### config.mk
export PLATFORM = sky130hd
export DESIGN_NAME = prog_pulse_counter
export DESIGN_NICKNAME = d
export VERILOG_FILES = /design/src/rtl/prog_pulse_counter.sv
export SDC_FILE = /design/constraint.sdc
export NUM_CORES = 1
export LEC_CHECK = 0
export ABC_CLOCK_PERIOD_IN_PS = 3060
export CORE_ASPECT_RATIO = 1.75
export CORE_MARGIN = 2
export CORE_UTILIZATION = 60
export DETAILED_ROUTE_END_ITERATION = 10
export DONT_BUFFER_PORTS = 1
export PLACE_DENSITY = 0.78
export SETUP_SLACK_MARGIN = 0.4
export SKIP_CTS_REPAIR_TIMING = 1
export SKIP_LAST_GASP = 1
export SLEW_MARGIN = 10
export SYNTH_ARGS = -nofsm -noshare
export SYNTH_HDL_FRONTEND = slang
export SYNTH_SLANG_ARGS = --single-unit
### constraint.sdc
create_clock -name clk -period 3.06 [get_ports clk]
set_input_delay 0.306 -clock clk [delete_from_list [all_inputs] [get_ports clk]]
set_output_delay 0.306 -clock clk [all_outputs]
set_load 0.01 [all_outputs]
### src/rtl/prog_pulse_counter.sv
// Programmable up/down/one-shot/bounce counter with a registered terminal pulse.
// Optional enabled-cycle prescaler is built only when COUNTER_PRESCALE_EN is defined.
module prog_pulse_counter #(
   parameter int WIDTH    = 4,
   parameter int PRESCALE = 1
) (
   input  logic             clk,
   input  logic             reset,
   input  logic             en,
   input  logic [1:0]       mode,
   input  logic [WIDTH-1:0] period,
   input  logic             start,
   input  logic             load,
   input  logic [WIDTH-1:0] load_val,
   output logic [WIDTH-1:0] cnt,
   output logic             out_pulse,
   output logic             busy,
   output logic             dir
);

   typedef enum logic [1:0] {
      M_UP      = 2'b00,
      M_DOWN    = 2'b01,
      M_ONESHOT = 2'b10,
      M_BOUNCE  = 2'b11
   } mode_e;

   typedef enum logic {
      IDLE = 1'b0,
      RUN  = 1'b1
   } state_e;

   if (PRESCALE < 1) begin : g_bad_prescale
      $error("prog_pulse_counter: PRESCALE must be at least 1");
   end

   state_e           state_q, state_d;
   logic [WIDTH-1:0] cnt_q, cnt_d;
   logic             dir_q, dir_d;
   logic             pulse_q, pulse_d;
   mode_e            mode_q, mode_d;
   logic             mode_vld_q, mode_vld_d;
   logic             tick;
   logic             step;

   // Values the current edge starts from once a mode entry has been applied.
   state_e           eff_state;
   logic [WIDTH-1:0] eff_cnt;
   logic             eff_dir;
   mode_e            cur_mode;

   assign cur_mode = mode_e'(mode);

`ifdef COUNTER_PRESCALE_EN
   localparam int PSW = (PRESCALE > 1) ? $clog2(PRESCALE) : 1;

   logic [PSW-1:0] ps_q, ps_d;
   logic           ps_clr;

   assign tick   = (ps_q == PSW'(PRESCALE - 1));
   assign ps_clr = load | (state_q == IDLE && state_d == RUN);

   always_comb begin
      ps_d = ps_q;
      if (ps_clr)
         ps_d = '0;
      else if (en)
         ps_d = tick ? '0 : ps_q + PSW'(1);
   end

   always_ff @(posedge clk or posedge reset) begin
      if (reset)
         ps_q <= '0;
      else
         ps_q <= ps_d;
   end
`else
   assign tick = 1'b1;
`endif

   assign step = en & tick;

   // NOTE: every always_comb output gets a default first so no path can leave it unassigned and infer a latch.
   always_comb begin
      eff_state = state_q;
      eff_cnt   = cnt_q;
      eff_dir   = dir_q;
      // A mode is "entered" only when it differs from the last mode seen on an enabled edge.
      if (mode_vld_q && cur_mode != mode_q) begin
         if (cur_mode == M_ONESHOT) begin
            eff_state = IDLE;
            eff_cnt   = '0;
         end
         if (cur_mode == M_BOUNCE)
            eff_dir = 1'b1;
      end
      if (cur_mode != M_ONESHOT)
         eff_state = IDLE;
      if (cur_mode == M_UP || cur_mode == M_ONESHOT)
         eff_dir = 1'b1;
      else if (cur_mode == M_DOWN)
         eff_dir = 1'b0;

      state_d    = state_q;
      cnt_d      = cnt_q;
      dir_d      = dir_q;
      pulse_d    = 1'b0;
      mode_d     = mode_q;
      mode_vld_d = mode_vld_q;

      if (en) begin
         state_d    = eff_state;
         cnt_d      = eff_cnt;
         dir_d      = eff_dir;
         mode_d     = cur_mode;
         mode_vld_d = 1'b1;
      end

      if (load) begin
         cnt_d = (load_val > period) ? period : load_val;
      end else if (en && cur_mode == M_ONESHOT && eff_state == IDLE) begin
         if (start) begin
            state_d = RUN;
            cnt_d   = '0;
         end
      end else if (step) begin
         unique case (cur_mode)
            M_UP, M_ONESHOT: begin
               if (eff_cnt >= period) begin
                  cnt_d   = '0;
                  pulse_d = 1'b1;
                  state_d = IDLE;
               end else begin
                  cnt_d = eff_cnt + WIDTH'(1);
               end
            end
            M_DOWN: begin
               if (eff_cnt > period) begin
                  cnt_d = period;
               end else if (eff_cnt == '0) begin
                  cnt_d   = period;
                  pulse_d = 1'b1;
               end else begin
                  cnt_d = eff_cnt - WIDTH'(1);
               end
            end
            M_BOUNCE: begin
               if (eff_dir) begin
                  if (eff_cnt >= period) begin
                     cnt_d   = (period == '0) ? '0 : period - WIDTH'(1);
                     dir_d   = 1'b0;
                     pulse_d = 1'b1;
                  end else begin
                     cnt_d = eff_cnt + WIDTH'(1);
                  end
               end else begin
                  if (eff_cnt == '0) begin
                     cnt_d   = (period == '0) ? '0 : WIDTH'(1);
                     dir_d   = 1'b1;
                     pulse_d = 1'b1;
                  end else begin
                     cnt_d = eff_cnt - WIDTH'(1);
                  end
               end
            end
            default: cnt_d = eff_cnt;
         endcase
      end
   end

   // NOTE: sequential state uses non-blocking assignments so every register samples pre-edge values.
   always_ff @(posedge clk or posedge reset) begin
      if (reset) begin
         state_q    <= IDLE;
         cnt_q      <= '0;
         dir_q      <= 1'b1;
         pulse_q    <= 1'b0;
         mode_q     <= M_UP;
         mode_vld_q <= 1'b0;
      end else begin
         state_q    <= state_d;
         cnt_q      <= cnt_d;
         dir_q      <= dir_d;
         pulse_q    <= pulse_d;
         mode_q     <= mode_d;
         mode_vld_q <= mode_vld_d;
      end
   end

   assign cnt       = cnt_q;
   assign out_pulse = pulse_q;
   assign busy      = (state_q == RUN);
   assign dir       = dir_q;

endmodule

==> impl_metrics.py <==
metrics = {
    "status": {
        "outcome": "finished clean",
    },
    "floorplan": {
        "dieArea_um2": 2790,
        "row_count": 23,
        "start_util_pct": 62.6,
        "die_w_um": 40.8,
        "pin_count": 22,
        "die_h_um": 68.4,
        "coreArea_um2": 2270,
    },
    "hold_path": {
        "hold_class": "in -> reg",
    },
    "yosys": {
        "syn_avg_cell_area_um2": 8.22,
        "synth_compound_gate_area_share_pct": 33.9,
        "synthXorXnorAreaFrac_pct": 3.08,
        "synth_top_family_by_area": "compound AO/OA/AOI/OAI gates",
        "ys_ff_latch": 10,
        "yosys_warnings": 0,
        "synth_mux_area_share_pct": 4.40,
        "synth.distinct_cells": 61,
        "synthAdderAreaFrac_pct": 10.6,
        "async_flop_share_pct": 100,
        "ys_seq_area_share_pct": 17.7,
        "synthSimpleGateAreaFrac_pct": 23.0,
        "synth_ff_type": "dfrtp_1",
        "synth-edff-count": 0,
        "syn_area_um2": 1420,
        "postSynthCellCount": 173,
        "syn_nets": 200,
    },
    "sta": {
        "final-max-slew-violation-count": 0,
        "setup-tns-final_ps": 0,
        "rsz0062_at_grt": "yes",
        "worst_hold_slack_ps": 129,
        "fin_crit_ps": 2660,
        "max_slew.worst_pin.slew_ps": 471,
        "fmax_mhz": 376,
        "finalSetupViolCount": 0,
        "fin_crit_sh_pct": 87.0,
        "skew_ps": 2.36,
        "finalHoldViolCount": 0,
        "relSlewSlack_pct": 68.5,
    },
    "power_and_ir_drop": {
        "ir_drop_uv": 404,
        "p_leak_nw": 0.685,
        "power.density_nw_per_um2": 461,
        "total_power_w": 0.000733,
    },
    "grt": {
        "antenna_found_initial": 0,
        "overflow": 0,
        "grt_pass1_wl_mm": 6.18,
        "grt_usage_pct": 32.5,
        "grt_pass1_vias": 1347,
        "grt_max_degree": 16,
    },
    "critical_path": {
        "crit_buf_inv": 1,
        "path_max_fanout": 5,
        "cp-end-kind": "flop",
        "startpoint_type": "flop",
        "required_ps": 3170,
        "cpMaxStageDelayCell": "dfrtp_1",
        "arrival_ps": 2770,
        "r2r_setup_slack_ps": 400,
        "critical-path-top-delay-family": "compound AO/OA/AOI/OAI gates",
        "path_cells": "nand2b_4 > nand3_4 > nand2_4 > inv_1 > ha_4 > nor2b_1 > o211ai_2 > a21boi_4 > o31a_1 > a221oi_2 > o22ai_1",
        "max_stage_delay_ps": 410,
        "worst-setup-path-type": "reg -> reg",
    },
    "clocking": {
        "cts_tree": "built",
        "clock_sinks": 10,
        "cts_root_buffer": "clkbuf_8",
        "clkSlewWorstSetupHoldPaths_ps": 60,
        "cts_htree_levels": 1,
        "cts_buffers": 3,
        "clock_path_buffers": 2,
        "clk-insertion-delay-late_ps": 240,
    },
    "route": {
        "post_drt_wl_per_cell_um": 20.7,
        "drcViolationCount": 0,
        "vias_per_cell": 7.03,
        "vias": 1421,
        "firstDrtPassIters": 4,
        "drtIter0Drc": 62,
        "routed_wl_mm": 4.17,
        "ant_nets": 0,
    },
    "cells_and_area": {
        "drive_gt1_share_pct": 21.5,
        "num_antenna_cells": 0,
        "nNetsFinal": 205,
        "mostFrequentLayoutCells": "inv_1, nand2_1, ha_1",
        "layout_commonest_cell": "inv_1",
        "synthToLayoutAreaGrowth_pct": 11.8,
    },
    "placement": {
        "portBuffers": 0,
        "hpwlAfterDp_mm": 3.22,
        "gp_congestion": 0.943,
    },
    "flow_run": {
        "maxCapViolCount": 0,
    },
}
==> where the power goes <==
| group | switching (W) | leakage (nW) | internal (W) | total [W] |
|---|---|---|---|---|
| Sequential | 0.0000346 | 0.116 | 0.000149 | 0.000184 |
| Combinational | 0.000213 | 0.541 | 0.000160 | 0.000374 |
| Clock | 0.0000619 | 0.0288 | 0.000114 | 0.000176 |
| Total | 0.000310 | 0.685 | 0.000423 | 0.000733 |
==> metrics by stage <==
| stage | instance area [µm²] | util [%] | setup WS [ps] | std cells |
|---|---|---|---|---|
| after floorplan | 1420 | - | 579 | 173 |
| after global placement | 1410 | 62.0 | 179 | 192 |
| after detailed placement | 1410 | 62.0 | 85.2 | 192 |
| after CTS | 1470 | 64.4 | 75.6 | 196 |
| after global routing | 1590 | 70.0 | 338 | 202 |
| final | 1590 | 70.0 | 397 | 202 |
==> routing by layer <==
layer	up-vias	part of all wire (%)	GRT usage, %
met5	-	0	0
met1	673	37	34.5
li1	670	-	-
met3	17	3.9	5.19
met4	0	4.4	14.2
met2	61	54	58.0
==> cell usage after synthesis, types with 4 or more instances <==
cell / instances / area (µm²)
a211oi_1: 5 / 37.5
a21oi_1: 6 / 30.0
dfrtp_1: 9 / 225
ha_1: 12 / 150
inv_1: 14 / 52.6
mux2i_1: 4 / 40.0
nand2_1: 13 / 48.8
nand3_1: 10 / 50.1
nor2_1: 10 / 37.5
nor3_1: 5 / 25.0
o211ai_1: 4 / 30.0
o21ai_0: 12 / 60.1
xnor2_1: 4 / 35.0
==> state kept, by name, indices dropped and copies added, names as in the netlist <==
signal,cells
busy,1
dir,1
cnt,4
out_pulse,1
mode_q,2
mode_vld_q,1
==> worst reg2reg max path, stage by stage (launching register included) <==
cell and delay, ps:
dfrtp_1 410, nand2b_4 190, nand3_4 110, nand2_4 60, inv_1 130, ha_4 220, nor2b_1 150, o211ai_2 330
a21boi_4 120, o31a_1 300, a221oi_2 350, o22ai_1 160
==> cells by family (layout without fill, tap and decap cells) <==
kind of cell | Yosys count | count (layout)
adders and majority gates | 12 | 12
muxes | 6 | 6
and+or+nand+nor | 59 | 59
buffers and inverters | 21 | 25
DFF | 10 | 10
xor gates and xnor gates | 5 | 5
AOI/OAI and AO/OA | 60 | 60
==> final timing paths <==
kind,cells after the start,startpoint,endpoint
min,1,mode[0],dir$_DFF_PP1_
max in group asynchronous,2,reset,dir$_DFF_PP1_
max,11,mode_q[0]$_DFFE_PP0P_,cnt[2]$_DFF_PP0_
max reg2reg,11,mode_q[0]$_DFFE_PP0P_,cnt[2]$_DFF_PP0_
min reg2reg,2,dir$_DFF_PP1_,dir$_DFF_PP1_
min in group asynchronous,2,reset,mode_q[0]$_DFFE_PP0P_
==> area by class of cell <==
cell class,instances,area [µm²]
clock buffer,4,55.1
fill,193,683
inverter,14,52.6
multi-input combinational,142,1140
sequential,10,254
tap,25,31.3
timing repair buffer,7,55.1
Power figures use the tool's default switching activity.
==> edit 1, RTL diff (same settings) <==
Register the output `cnt` once more, with the module's reset; this adds one clock of latency there. The other outputs are not delayed to match.
--- a/src/rtl/prog_pulse_counter.sv
+++ b/src/rtl/prog_pulse_counter.sv
@@ -187,7 +187,13 @@
       end
    end
 
-   assign cnt       = cnt_q;
+   always_ff @(posedge clk or posedge reset) begin
+      if (reset) begin
+         cnt <= '0;
+      end else begin
+         cnt <= cnt_q;
+      end
+   end
    assign out_pulse = pulse_q;
    assign busy      = (state_q == RUN);
    assign dir       = dir_q;
Check against the original RTL: not equivalent (a bounded check fails within 4 cycles, from zero or initial values and one cycle with reset high).
==> edit 1 against the unedited design <==
- the run now ends with hold timing left
- total power is 12% higher
- final cell count is 3.5% higher
- area after synthesis is 8.4% higher
- first-iteration DRC count is 18% higher
- cell area is 4.5% higher
- setup slack better by 0.054 ns
- wire length is 4.0% higher
- synthesized cell count is 6.4% higher
- non-clock buffer count is 4 lower
- clock skew is 0.0016 ns higher
- sequential cell count is 4 higher
- critical endpoint is now cnt_q[1]
- largest power group unchanged
==> edit 1: results (changes against the unedited design) <==
| Metric | Value |
|---|---|
| DP HPWL | `3490 um (+8.6%)` |
| Syn Area/Cell | `8.38 um^2 (+1.9%)` |
| Arrival @ worst endpoint | `2.72 ns (-0.05 ns)` |
| Largest net degree at the start of global routing | `17 (+1)` |
| Outcome | `complete, but fails checks` |
| Sequential area share after synthesis | `22.8% (+5.1 points)` |
| Peak supply drop | `0.229 mV (-43%)` |
| Synth area leaders | `dfrtp_1, ha_1, mux2_2` |
| R2R depth | `8 (-3)` |
| Number of DRC markers in iteration 0 | `73 (+18%)` |
| CP Max Fanout | `6 (+1)` |
| First-pass GRT wire length | `7180 um (+16%)` |
| Final Hold Vio Count | `13 (+13)` |
| Area share of fa/ha/maj cells after synthesis | `9.74% (-0.81 points)` |
| Failing checks | `hold timing` |
| Grt met3 use | `4.08% (-1.1 points)` |
| Reg2reg end | `cnt_q[1]` |
| DR vias/cell | `6.97 (-0.90%)` |
| GR Util All Layers | `31.4% (-1.0 points)` |
| Post-synthesis compound-gate area fraction | `24.8% (-9.1 points)` |
| Final hold slack | `-0.0121 ns (-0.141 ns)` |
| Post-synthesis mux area share | `6.33% (+1.9 points)` |
| Final Skew | `0.00401 ns (+0.00165 ns)` |
| Layout cells sized above 1 | `20.2% (-1.3 points)` |
| Total number of vias | `1457 (+2.5%)` |
==> edit 1: cell types whose count changed after synthesis, sizes merged, moves of 4 or more <==
cell   change
nand3      -6
and2       +4
a21oi      +5
dfrtp      +4
mux2       +4
==> edit 1: worst min-delay path by stage <==
stage                      from        end  slack [ns]  cells after the start
after global placement    reset     cnt[1]        0.26                      1
after CTS                 reset  out_pulse       0.006                      1
final                     reset  out_pulse       -0.01                      1
after detailed placement  reset     cnt[1]        0.27                      1
after floorplan           reset       busy        0.19                      1
after global routing      reset     cnt[1]        0.03                      1
==> edit 1: area by class of cell <==
class	count	area [um^2]
tap	26	32.5
sequential	14	353
multi-input combinational	151	1150
timing repair buffer	3	26.3
fill	219	801
clock buffer	4	55.1
inverter	11	41.3
==> edit 1: power breakdown <==
group	switching [uW]	internal [uW]
clock network	65.4	114
registers	38.8	216
logic	222	167
==> edit 1: stage by stage <==
stage / hold slack (ns) / worst slack, ns / utilization, % / area, um^2 / power (uW)
after detailed placement: 0.266 / 0.253 / 63.1 / 1550 / 617
after global placement: 0.260 / 0.396 / 63.1 / 1550 / 612
after global routing: 0.0315 / 0.377 / 67.5 / 1660 / 879
after CTS: 0.00565 / 0.220 / 65.3 / 1610 / 797
after floorplan: 0.195 / 0.627 / - / 1540 / 536
final: -0.0121 / 0.451 / 67.5 / 1660 / 824
==> edit 1: worst reg2reg max path: stages (launching register included) <==
cell       delay [ns]
dfrtp_1          0.42
nand2b_4         0.19
a31oi_2          0.32
ha_1             0.30
and2_1           0.18
a32o_1           0.35
and2_4           0.20
a211oi_1         0.36
o2111ai_1        0.16
==> edit 1: cells by family after synthesis <==
family | after synthesis
AND/OR/NAND/NOR | 72
AO/OA/AOI/OAI | 52
buffers and inverters | 19
flip-flops | 14
adder cells (fa/ha/maj) | 12
multiplexers | 9
XOR/XNOR | 6
==> edit 1: per-layer routing <==
metal,vias up,share of wire [%]
met5,-,0
met4,0,6.1
met3,25,5.2
met2,78,54
met1,677,35
li1,677,-
==> edit 2, RTL diff (same settings) <==
Made on the original files. Build with the macro `COUNTER_PRESCALE_EN` defined.
--- a/src/rtl/prog_pulse_counter.sv
+++ b/src/rtl/prog_pulse_counter.sv
@@ -1,5 +1,7 @@
 // Programmable up/down/one-shot/bounce counter with a registered terminal pulse.
 // Optional enabled-cycle prescaler is built only when COUNTER_PRESCALE_EN is defined.
+`define COUNTER_PRESCALE_EN
+
 module prog_pulse_counter #(
    parameter int WIDTH    = 4,
    parameter int PRESCALE = 1
Behaviour: same outputs for any inputs over 10 cycles, from zero or initial values and one cycle with reset high; that may be too few to reach the edited logic, so the function may still have changed.
==> edit 2 against the unedited design <==
- global-route usage grew 1.1 points
- total power increased by 15%
- final cell count is the same
- cell area is 7.2% higher
- sequential cell count stayed put
- area after synthesis fell by 2.4%
- first-iteration DRC count rose by 45%
- setup slack lost 0.18 ns
- wire length increased by 14%
- largest cell class unchanged
- highest routed layer unchanged
==> edit 2: results (changes against the unedited design) <==
| Metric | Value |
|---|---|
| DP HPWL | `3430 um (+6.8%)` |
| Synth area leaders | `dfrtp_1, ha_1, o21ai_0` |
| Arrival @ worst endpoint | `2.99 ns (+0.22 ns)` |
| Sequential area share after synthesis | `18.1% (+0.43 points)` |
| Post-synthesis compound-gate area fraction | `33.8% (-0.17 points)` |
| First-pass GRT wire length | `6260 um (+1.3%)` |
| Post-Route WL | `4760 um (+14%)` |
| DP Cell Count | `190 (-1.0%)` |
| GR Util All Layers | `33.6% (+1.1 points)` |
| Synth top cells by count | `ha_1, inv_1, nand2_1, o21ai_0` |
| Worst slew margin | `59.7% (-8.8 points)` |
| Peak supply drop | `0.266 mV (-34%)` |
| Placement Setup Slack | `0.0551 ns (-0.0301 ns)` |
| DR pass1 iterations | `4 (unchanged)` |
| Layout cells sized above 1 | `31.6% (+10 points)` |
| Outcome | `completed` |
| Gpl congestion | `1.04 (+10%)` |
| Synth Area in XOR/XNOR | `3.15% (+0.075 points)` |
| Pleak | `0.000698 uW (+1.9%)` |
| Area share of fa/ha/maj cells after synthesis | `10.8% (+0.26 points)` |
| Placed instance area | `1420 um^2 (+0.36%)` |
| CP max-delay cell | `dfrtp_2` |
| Vias in the first global route | `1368 (+1.6%)` |
| Post-synthesis mux area share | `6.04% (+1.6 points)` |
| Final Skew | `0.00464 ns (+0.00228 ns)` |
| Synth unique cells | `55 (-9.8%)` |
| Crit-path max cell delay | `0.43 ns (+0.02 ns)` |
| DR vias/cell | `7.50 (+6.6%)` |
| Number of DRC markers in iteration 0 | `90 (+45%)` |
## edit 2: metal layers
layer  part of all wire [%]  up-vias  wire length [um]  global-route usage [%]
li1                       -      664                 -                       -
met1                     33      719              1580                    31.4
met2                     52       95              2480                    57.1
met3                    5.7       37               271                    5.59
met4                    9.1        0               433                    29.6
met5                      0        -                 0                       0
## edit 2: where the power goes
part / switching, uW / internal, uW
Sequential: 30.0 / 151
Clock: 58.3 / 114
Combinational: 280 / 211
Total: 368 / 476
## edit 2: worst reg2reg max path, delay by kind of cell, from the launching register on
| kind | cells | cell delay [ns] |
|---|---|---|
| AO/OA/AOI/OAI | 4 | 1.13 |
| adder cells (fa/ha/maj) | 1 | 0.30 |
| buffers and inverters | 1 | 0.16 |
| flip-flops | 1 | 0.43 |
| AND/OR/NAND/NOR | 4 | 0.74 |
## edit 2: cell families (layout without fill, tap and decap cells)
kind of cell | after synthesis | count (layout)
adders and majority gates | 12 | 12
buffers and inverters | 17 | 28
AOI/OAI and AO/OA | 60 | 60
xor gates and xnor gates | 5 | 5
and+or+nand+nor | 54 | 54
DFF | 10 | 10
muxes | 8 | 8
## edit 2: final timing paths
check                      startpoint         to  slack (ns)  depth (start not counted)
setup / recovery            mode_q[1]     cnt[1]        0.21                         10
setup reg to reg            mode_q[1]     cnt[1]        0.21                         10
min in group asynchronous       reset     cnt[0]        0.49                          2
hold / removal                   load     cnt[0]        0.14                          1
hold reg to reg             mode_q[0]  mode_q[0]        0.59                          1
max in group asynchronous       reset        dir        2.26                          2
## edit 2: layout make-up
class,instances,area [um^2]
Multi-Input combinational cell,139,1220
Fill cell,173,541
Sequential cell,10,253
Timing Repair Buffer,12,100
Clock buffer,4,55.1
Inverter,12,45.0
Tap cell,25,31.3
